## src/rtl/hough_peak_reader.sv

```systemverilog
// Scans the Hough accumulator in ZBT memory and streams bins at or above threshold.
// Optional HOUGH_READER_CLEAR_EN: zero each bin in the cycle after it is read.
module hough_peak_reader #(
  parameter int FIFO_DEPTH  = 8,
  parameter int MEM_LATENCY = 2
) (
  input  logic               clk,
  input  logic               reset,
  input  logic               start,
  input  logic [35:0]        threshold,
  output logic               busy,
  output logic               done,
  output logic [18:0]        mem_addr,
  input  logic [35:0]        mem_read_data,
  output logic [35:0]        mem_write_data,
  output logic               mem_we,
  output logic               peak_valid,
  input  logic               peak_ready,
  output logic [7:0]         peak_angle,
  output logic signed [12:0] peak_radius,
  output logic [35:0]        peak_votes,
  output logic [14:0]        peak_count
);
  localparam int AW = $clog2(FIFO_DEPTH);
  localparam int CW = AW + 1;
  localparam int L  = MEM_LATENCY;

  typedef enum logic [1:0] {IDLE, SCAN, DRAIN} state_t;
  state_t state;

  logic [7:0]         angle;
  logic signed [12:0] radius;
  logic [7:0]         next_angle;
  logic signed [12:0] next_radius;
  logic [35:0]        thr_q;
  logic [L:0]         tag_v;
  logic [7:0]         tag_a [L+1];
  logic [12:0]        tag_r [L+1];
  logic [56:0]        fifo_q [FIFO_DEPTH];
  logic [AW-1:0]      wr_ptr;
  logic [AW-1:0]      rd_ptr;
  logic [CW-1:0]      count;
  logic [15:0]        in_flight;
  logic [15:0]        free_cnt;
  logic               push;
  logic               pop;
  logic               can_issue;
  logic               last_bin;
  logic [18:0]        bin_addr;
`ifdef HOUGH_READER_CLEAR_EN
  logic               phase;
`endif

  always_comb begin
    in_flight = '0;
    for (int i = 0; i <= L; i++)
      in_flight = in_flight + 16'(tag_v[i]);
  end

  // Issue only while every in-flight read is guaranteed a free slot.
  assign free_cnt  = 16'(FIFO_DEPTH) - 16'(count);
  assign can_issue = free_cnt > in_flight;
  assign push      = tag_v[L] && (mem_read_data >= thr_q);
  assign peak_valid = (count != '0);
  assign pop       = peak_valid && peak_ready;
  assign last_bin  = (angle == 8'd176) && (radius == 13'sd800);
  assign bin_addr  = {4'b0, angle[7:2], radius[10:2]};
  assign mem_write_data = '0;
  assign {peak_angle, peak_radius, peak_votes} = fifo_q[rd_ptr];

  always_comb begin
    next_angle  = angle + 8'd4;
    next_radius = radius;
    if (angle == 8'd176) begin
      next_angle  = 8'd0;
      next_radius = radius + 13'sd4;
    end
  end

  always_ff @(posedge clk) begin
    if (reset) begin
      state      <= IDLE;
      busy       <= 1'b0;
      done       <= 1'b0;
      mem_addr   <= '0;
      mem_we     <= 1'b0;
      angle      <= '0;
      radius     <= '0;
      thr_q      <= '0;
      tag_v      <= '0;
      wr_ptr     <= '0;
      rd_ptr     <= '0;
      count      <= '0;
      peak_count <= '0;
      for (int i = 0; i <= L; i++) begin
        tag_a[i] <= '0;
        tag_r[i] <= '0;
      end
      for (int i = 0; i < FIFO_DEPTH; i++)
        fifo_q[i] <= '0;
`ifdef HOUGH_READER_CLEAR_EN
      phase      <= 1'b0;
`endif
    end else begin
      done   <= 1'b0;
      mem_we <= 1'b0;
      tag_v  <= {tag_v[L-1:0], 1'b0};
      for (int i = L; i > 0; i--) begin
        tag_a[i] <= tag_a[i-1];
        tag_r[i] <= tag_r[i-1];
      end
      if (push) begin
        fifo_q[wr_ptr] <= {tag_a[L], tag_r[L], mem_read_data};
        wr_ptr <= wr_ptr + AW'(1);
        if (peak_count != 15'h7fff)
          peak_count <= peak_count + 15'd1;
      end
      if (pop)
        rd_ptr <= rd_ptr + AW'(1);
      count <= count + CW'(push) - CW'(pop);

      unique case (state)
        IDLE: begin
          if (start) begin
            state      <= SCAN;
            busy       <= 1'b1;
            thr_q      <= threshold;
            angle      <= 8'd0;
            radius     <= -13'sd800;
            peak_count <= '0;
`ifdef HOUGH_READER_CLEAR_EN
            phase      <= 1'b0;
`endif
          end
        end
        SCAN: begin
`ifdef HOUGH_READER_CLEAR_EN
          if (phase) begin
            mem_we <= 1'b1;
            phase  <= 1'b0;
            angle  <= next_angle;
            radius <= next_radius;
            if (last_bin)
              state <= DRAIN;
          end else if (can_issue) begin
            mem_addr <= bin_addr;
            tag_v[0] <= 1'b1;
            tag_a[0] <= angle;
            tag_r[0] <= radius;
            phase    <= 1'b1;
          end
`else
          if (can_issue) begin
            mem_addr <= bin_addr;
            tag_v[0] <= 1'b1;
            tag_a[0] <= angle;
            tag_r[0] <= radius;
            angle    <= next_angle;
            radius   <= next_radius;
            if (last_bin)
              state <= DRAIN;
          end
`endif
        end
        DRAIN: begin
          if (in_flight == 16'd0 && count == '0) begin
            state <= IDLE;
            busy  <= 1'b0;
            done  <= 1'b1;
          end
        end
        default: state <= IDLE;
      endcase
    end
  end
endmodule

```

## config.mk

```make
export PLATFORM = sky130hd
export DESIGN_NAME = hough_peak_reader
export DESIGN_NICKNAME = d
export VERILOG_FILES = /design/src/rtl/hough_peak_reader.sv
export SDC_FILE = /design/constraint.sdc
export NUM_CORES = 1
export LEC_CHECK = 0
export BUFFER_PORTS_ARGS = -buffer_cell sky130_fd_sc_hd__buf_2
export CORE_ASPECT_RATIO = 1.2
export CORE_MARGIN = 8
export CORE_UTILIZATION = 30
export DETAILED_ROUTE_END_ITERATION = 6
export HOLD_SLACK_MARGIN = 0.05
export PLACE_DENSITY_LB_ADDON = 0.05
export SYNTH_ARGS = -nofsm -noshare
export SYNTH_HDL_FRONTEND = slang
export SYNTH_SLANG_ARGS = --single-unit
```

## constraint.sdc

```tcl
create_clock -name clk -period 11.13 [get_ports clk]
set_clock_uncertainty 0.15 [all_clocks]
set_input_delay 1.6695 -clock clk [delete_from_list [all_inputs] [get_ports clk]]
set_output_delay 1.6695 -clock clk [all_outputs]
set_load 0.1 [all_outputs]
```

==> metrics.cfg, run 1 <==
[run_status]
status=finished clean

[yosys]
synth.top_cell.area_share=0.540
synthArstFlopShare=0
ys_top_cells_by_area=edfxtp_1 (54%), and2_1 (10%), mux4_2 (9.0%)
synthCells=1903
yosysUniqueCellTypes=59
syn_avg_cell_area_sq_um=13.9
synth_top_flop_cell=edfxtp_1
synth_edf_count=475
yosys_warnings=0
synth_top_area_cell=edfxtp_1
synth.yosys.seq_area_share=0.618
ys_seq_elements=578
netlist_area_sq_um=26400

[global_routing]
grt_antenna_before_repair=11
grt_max_degree=61
grt_pass1_wl_um=113000
overflow=0
grt.total_usage=0.155
grt_pass1_vias=16400

[worst_setup_path]
path_delay_family=simple AND/OR/NAND/NOR gates
cp_common_cell=buf_4
worstPathCellList=buf_2 > ha_1 > and4_1 > and3_1 > nand2_1 > o21ai_1 > a21oi_4 > buf_4 > nor3b_4 > buf_4 > and2_1
path_buf_inv=3
worstPathArrival_ns=5.81
r2r_slack_ns=6.56
crit_start=mem_read_data[18]
startpoint_type=input port
r2r_cells=11
crit_slowest_cell=nor3b_4
endpoint=fifo_q[6][46]
worstSetupEndpointType=register
r2r_end=fifo_q[6][46]
cp_max_fo=43
r2r_start=thr_q[18]
required_ns=11.44
cpPeakStageDelay_ns=1.04
path_class=in -> reg
worst-path-stages=11

[detailed_routing]
dr.pass1.iters=5
ant_nets=0
wl_per_cell_um=23.2
drt_first_iter_violations=1037
vias=15300
via_per_inst=4.66
routed_wl_um=76400
post-route-drc-count=0

[power_and_ir_drop]
leakagePower_nw=11.3
p_switching_w=0.00215
p_int_w=0.00413
p_comb_frac=0.254
power_w=0.00628
power.share.clock=0.339
netSwitchingFraction=0.342
powerDensity_nw_per_um2=205
seq_power_share=0.407
vdd_ir_drop_max_mv=0.167

[cells_and_area]
fillers=8615
syn_to_final_growth_pct=15.8
final_area_sq_um=30600
final_common_cell=edfxtp_1
mostFrequentLayoutCells=edfxtp_1 (475), and2_1 (421), buf_2 (160), nand2_1 (107), mux4_2 (106)
drive_gt1_frac=0.220
num-nets-final=2215

[sta]
fin_crit_ns=5.50
drv_slew=0
worst_pin_slew_ns=1.21
fmax_mhz=182
relSlewSlack=0.193
rsz0062_at_grt=false
setup_viol=0
min_period_over_period=0.494
finalSetupTns_ns=0
hold_viol_final=0

[floorplan]
design.core.area_sq_um=87500
die_w_um=287
start_util=0.302
ios=207
dieHeight_um=341
row_count=119
dieArea_sq_um=97800

[placed_design]
placed_area_sq_um=28500
place_hpwl_um=44900
place_congestion=0.737
io_buffers=161

[clock_network]
cts_resized=0
ctsHtreeMaxLevel=3
cts_setup_buffers=0
cts_root_buffer=clkbuf_16
cts_tree=yes
ctsHoldBuffers=0
cts.path.max_buffers=3
clock_latency_ns=0.61
cts_buffers=68
cts_sinks=578
path_clk_slew_ns=0.06

[min_path]
hp-class=reg -> reg
hold_path_depth=2
min_from=thr_q[28]

[job]
maxCapViolCount=0

[metal layers]
metal,GRT usage,up-vias,part of all wire
li1,-,7108,-
met1,0.208,7790,0.46
met2,0.257,326,0.48
met3,0.0290,85,0.047
met4,0.0404,6,0.017
met5,0,-,0.00041
[state kept, by name (all words and copies together), names as in the netlist, named ones only]
name,count
state,2
done,1
peak_count,15
tag_a,18
count,4
angle,6
tag_r,33
rd_ptr,3
radius,11
thr_q,36
fifo_q,424
busy,1
mem_addr,15
wr_ptr,3
tag_v,3
[area by class of cell]
cell class,count,area (sq um),area share
Tap cell,1149,1440,0.0470
Sequential cell,578,16300,0.534
Clock buffer,91,1890,0.0620
Timing Repair Buffer,190,1030,0.0336
Antenna cell,4,10.0,0.000327
Multi-Input combinational cell,1194,9490,0.310
Inverter,52,195,0.00638
Clock inverter,31,188,0.00614
[power by group through the flow]
| stage | combinational [W] | sequential, W | clock (W) |
|---|---|---|---|
| floorplan | 0.00133 | 0.00254 | 0 |
| global placement | 0.00163 | 0.00261 | 0 |
| detailed placement | 0.00163 | 0.00261 | 0 |
| CTS | 0.00163 | 0.00256 | 0.00221 |
| global route | 0.00169 | 0.00258 | 0.00229 |
| finish | 0.00159 | 0.00255 | 0.00213 |
[cells by family after synthesis]
group,Yosys count,synth area share
compound gates,134,0.0293
xor+xnor,13,0.00431
fa+ha+maj,55,0.0266
buf+inv,208,0.0379
flops,578,0.618
mux,179,0.121
other cells,2,0.000284
simple gates,734,0.163
[worst reg2reg max path, delay by kind of cell (launching register included)]
| kind | cells | cell delay [ns] |
|---|---|---|
| AOI/OAI and AO/OA | 2 | 0.72 |
| buffers and inverters | 3 | 1.03 |
| DFF | 1 | 0.32 |
| and+or+nand+nor | 5 | 1.92 |
| adders and majority gates | 1 | 0.30 |
[through the flow]
step	worst slack, ns	hold WS [ns]	cells	util
final	5.63	0.304	3289	0.349
after global routing	5.39	0.320	3287	0.349
after CTS	5.48	0.306	3285	0.349
after detailed placement	4.98	0.297	3163	0.325
after global placement	4.95	0.297	3163	0.325
after floorplan	3.09	0.286	1980	-
[worst min path at each step]
stage / slack (ns) / endpoint
floorplan: 0.29 / thr_q[10]
global placement: 0.30 / thr_q[27]
detailed placement: 0.30 / thr_q[23]
CTS: 0.31 / thr_q[23]
global route: 0.32 / thr_q[28]
finish: 0.30 / thr_q[28]
[cell usage after synthesis (3+ instances only)]
| master | number |
|---|---|
| mux2_2 | 54 |
| ha_1 | 53 |
| clkbuf_1 | 71 |
| a211oi_1 | 3 |
| nand2b_1 | 9 |
| xor2_1 | 6 |
| and3_1 | 14 |
| buf_2 | 6 |
| mux2i_1 | 19 |
| edfxtp_1 | 475 |
| xnor2_1 | 7 |
| a21o_1 | 3 |
| nor4_1 | 4 |
| nor3_4 | 3 |
| a31o_2 | 3 |
| o21ai_0 | 25 |
| nand4_1 | 16 |
| and4_1 | 4 |
| buf_1 | 11 |
| mux4_2 | 106 |
| buf_4 | 46 |
| nor2b_1 | 54 |
| nor3b_1 | 3 |
| nor2_1 | 48 |
| a221oi_1 | 3 |
| or3_1 | 12 |
| nor3_1 | 8 |
| a2111oi_0 | 3 |
| dfxtp_1 | 103 |
| nor3b_2 | 3 |
| nand3_1 | 17 |
| clkbuf_2 | 20 |
| nand2_1 | 107 |
| a21oi_1 | 79 |
| and2_1 | 421 |
| inv_1 | 52 |
| o31ai_1 | 3 |
(Power assumes the default switching activity.)
==> run 2, diff against run 1 <==
==> constraint.sdc (replaced) <==
create_clock -name clk -period 4.5 [get_ports clk]
set_clock_uncertainty 0.15 [all_clocks]
set_input_delay 0.675 -clock clk [delete_from_list [all_inputs] [get_ports clk]]
set_output_delay 0.675 -clock clk [all_outputs]
set_load 0.1 [all_outputs]
==> metrics.cfg, run 2 (same netlist as run 1, synthesis figures left out) <==
[run_status]
status=finished clean

[global_routing]
grt_max_degree=137
grt.total_usage=0.159
use_met2=0.261
grt_antenna_before_repair=13
global_route.usage.met1=0.216
met3_usage=0.0280
busiest_layer=met2
overflow=0
grt_pass1_wl_um=115000
grt_pass1_vias=16600

[clock_network]
cts.path.max_buffers=3
path_clk_slew_ns=0.06
ctsHtreeMaxLevel=3
cts_tree=yes
cts_resized=0
clock_latency_ns=0.60
cts_setup_buffers=0
ctsHoldBuffers=0
cts_root_buffer=clkbuf_16
cts_sinks=578
cts_buffers=68

[floorplan]
design.core.area_sq_um=87500
dieArea_sq_um=97800
row_count=119
start_util=0.302
ios=207
dieHeight_um=341
die_w_um=287

[min_path]
min_from=threshold[11]
hp-class=in -> reg

[sta]
min_period_over_period=0.853
setup_viol=0
fin_crit_ns=3.84
worst_pin_slew_ns=0.832
fmax_mhz=260
hold_viol_final=0
drv_slew=0
relSlewSlack=0.443
rsz0062_at_grt=false

[cells_and_area]
syn_to_final_growth_pct=17.7
regMostFlops=fifo_q
drive_gt1_frac=0.227
fillers=8563
largest_registers=fifo_q (424), thr_q (36), tag_r (33)
final_area_sq_um=31100
ff_latch_area_sq_um=16300
final_common_cell=edfxtp_1
mostFrequentLayoutCells=edfxtp_1 (475), and2_1 (421), buf_2 (160), nand2_1 (107), mux4_2 (106)
multi_input_area_sq_um=9490
stdcell_count=3310
largest_reg_flops=424
num-nets-final=2237

[worst_setup_path]
r2r_start=thr_q[34]
cp_max_fo=40
worstPathArrival_ns=3.01
path_class=reg -> out
required_ns=3.67
startpoint_type=register
worstSetupEndpointType=primary output

[placed_design]
io_buffers=161
place_hpwl_um=46300
dp.cells=3185
place_congestion=0.721
placed_area_sq_um=28900

[detailed_routing]
drt_first_iter_violations=972
ant_nets=0
via_per_inst=4.68
dr.pass1.iters=4
wl_per_cell_um=23.7
vias=15500
routed_wl_um=78500
post-route-drc-count=0

[power_and_ir_drop]
leakagePower_nw=11.6
vdd_ir_drop_max_mv=0.358
powerDensity_nw_per_um2=507

[job]
maxCapViolCount=0

[run 2: final cells by class]
type | count | area share
antenna | 4 | 0.000322
clock buffer | 101 | 0.0631
clock inverter | 20 | 0.00559
inverter | 52 | 0.00628
multi-input combinational | 1194 | 0.305
sequential | 578 | 0.525
tap | 1149 | 0.0462
timing repair buffer | 212 | 0.0480
[run 2: final timing paths]
path,depth (start not counted),endpoint,slack (ns)
max,4,peak_votes[6],0.66
min,3,thr_q[11],0.17
max reg2reg,15,count[2],1.00
min reg2reg,2,thr_q[12],0.30
[run 2: power breakdown]
group	switching, W	internal (W)
Sequential	0.000218	0.00604
Combinational	0.00288	0.00122
Clock	0.00221	0.00318
Total	0.00531	0.0104
[run 2: per-stage QoR]
stage                     utilization  worst slack [ns]  power, W  TNS, ns  hold slack, ns
after global placement          0.331             0.564    0.0106        0           0.297
after floorplan                     -            -0.891   0.00956  -217.52           0.286
after global routing            0.355             0.496    0.0164        0           0.156
after detailed placement        0.331             0.478    0.0106        0           0.298
after CTS                       0.355             0.542    0.0161        0           0.120
final                           0.355             0.661    0.0158        0           0.173
[run 2: critical path, stage by stage, from the launching register on]
cell     delay, ns
dfxtp_4       0.72
buf_12        0.40
mux4_2        0.57
mux2_2        0.35
buf_2         0.32
[run 2: routing by layer]
metal	routed length [um]	vias up
li1	-	7153
met4	1340	6
met5	39	-
met1	36700	7939
met2	37200	305
met3	3250	101
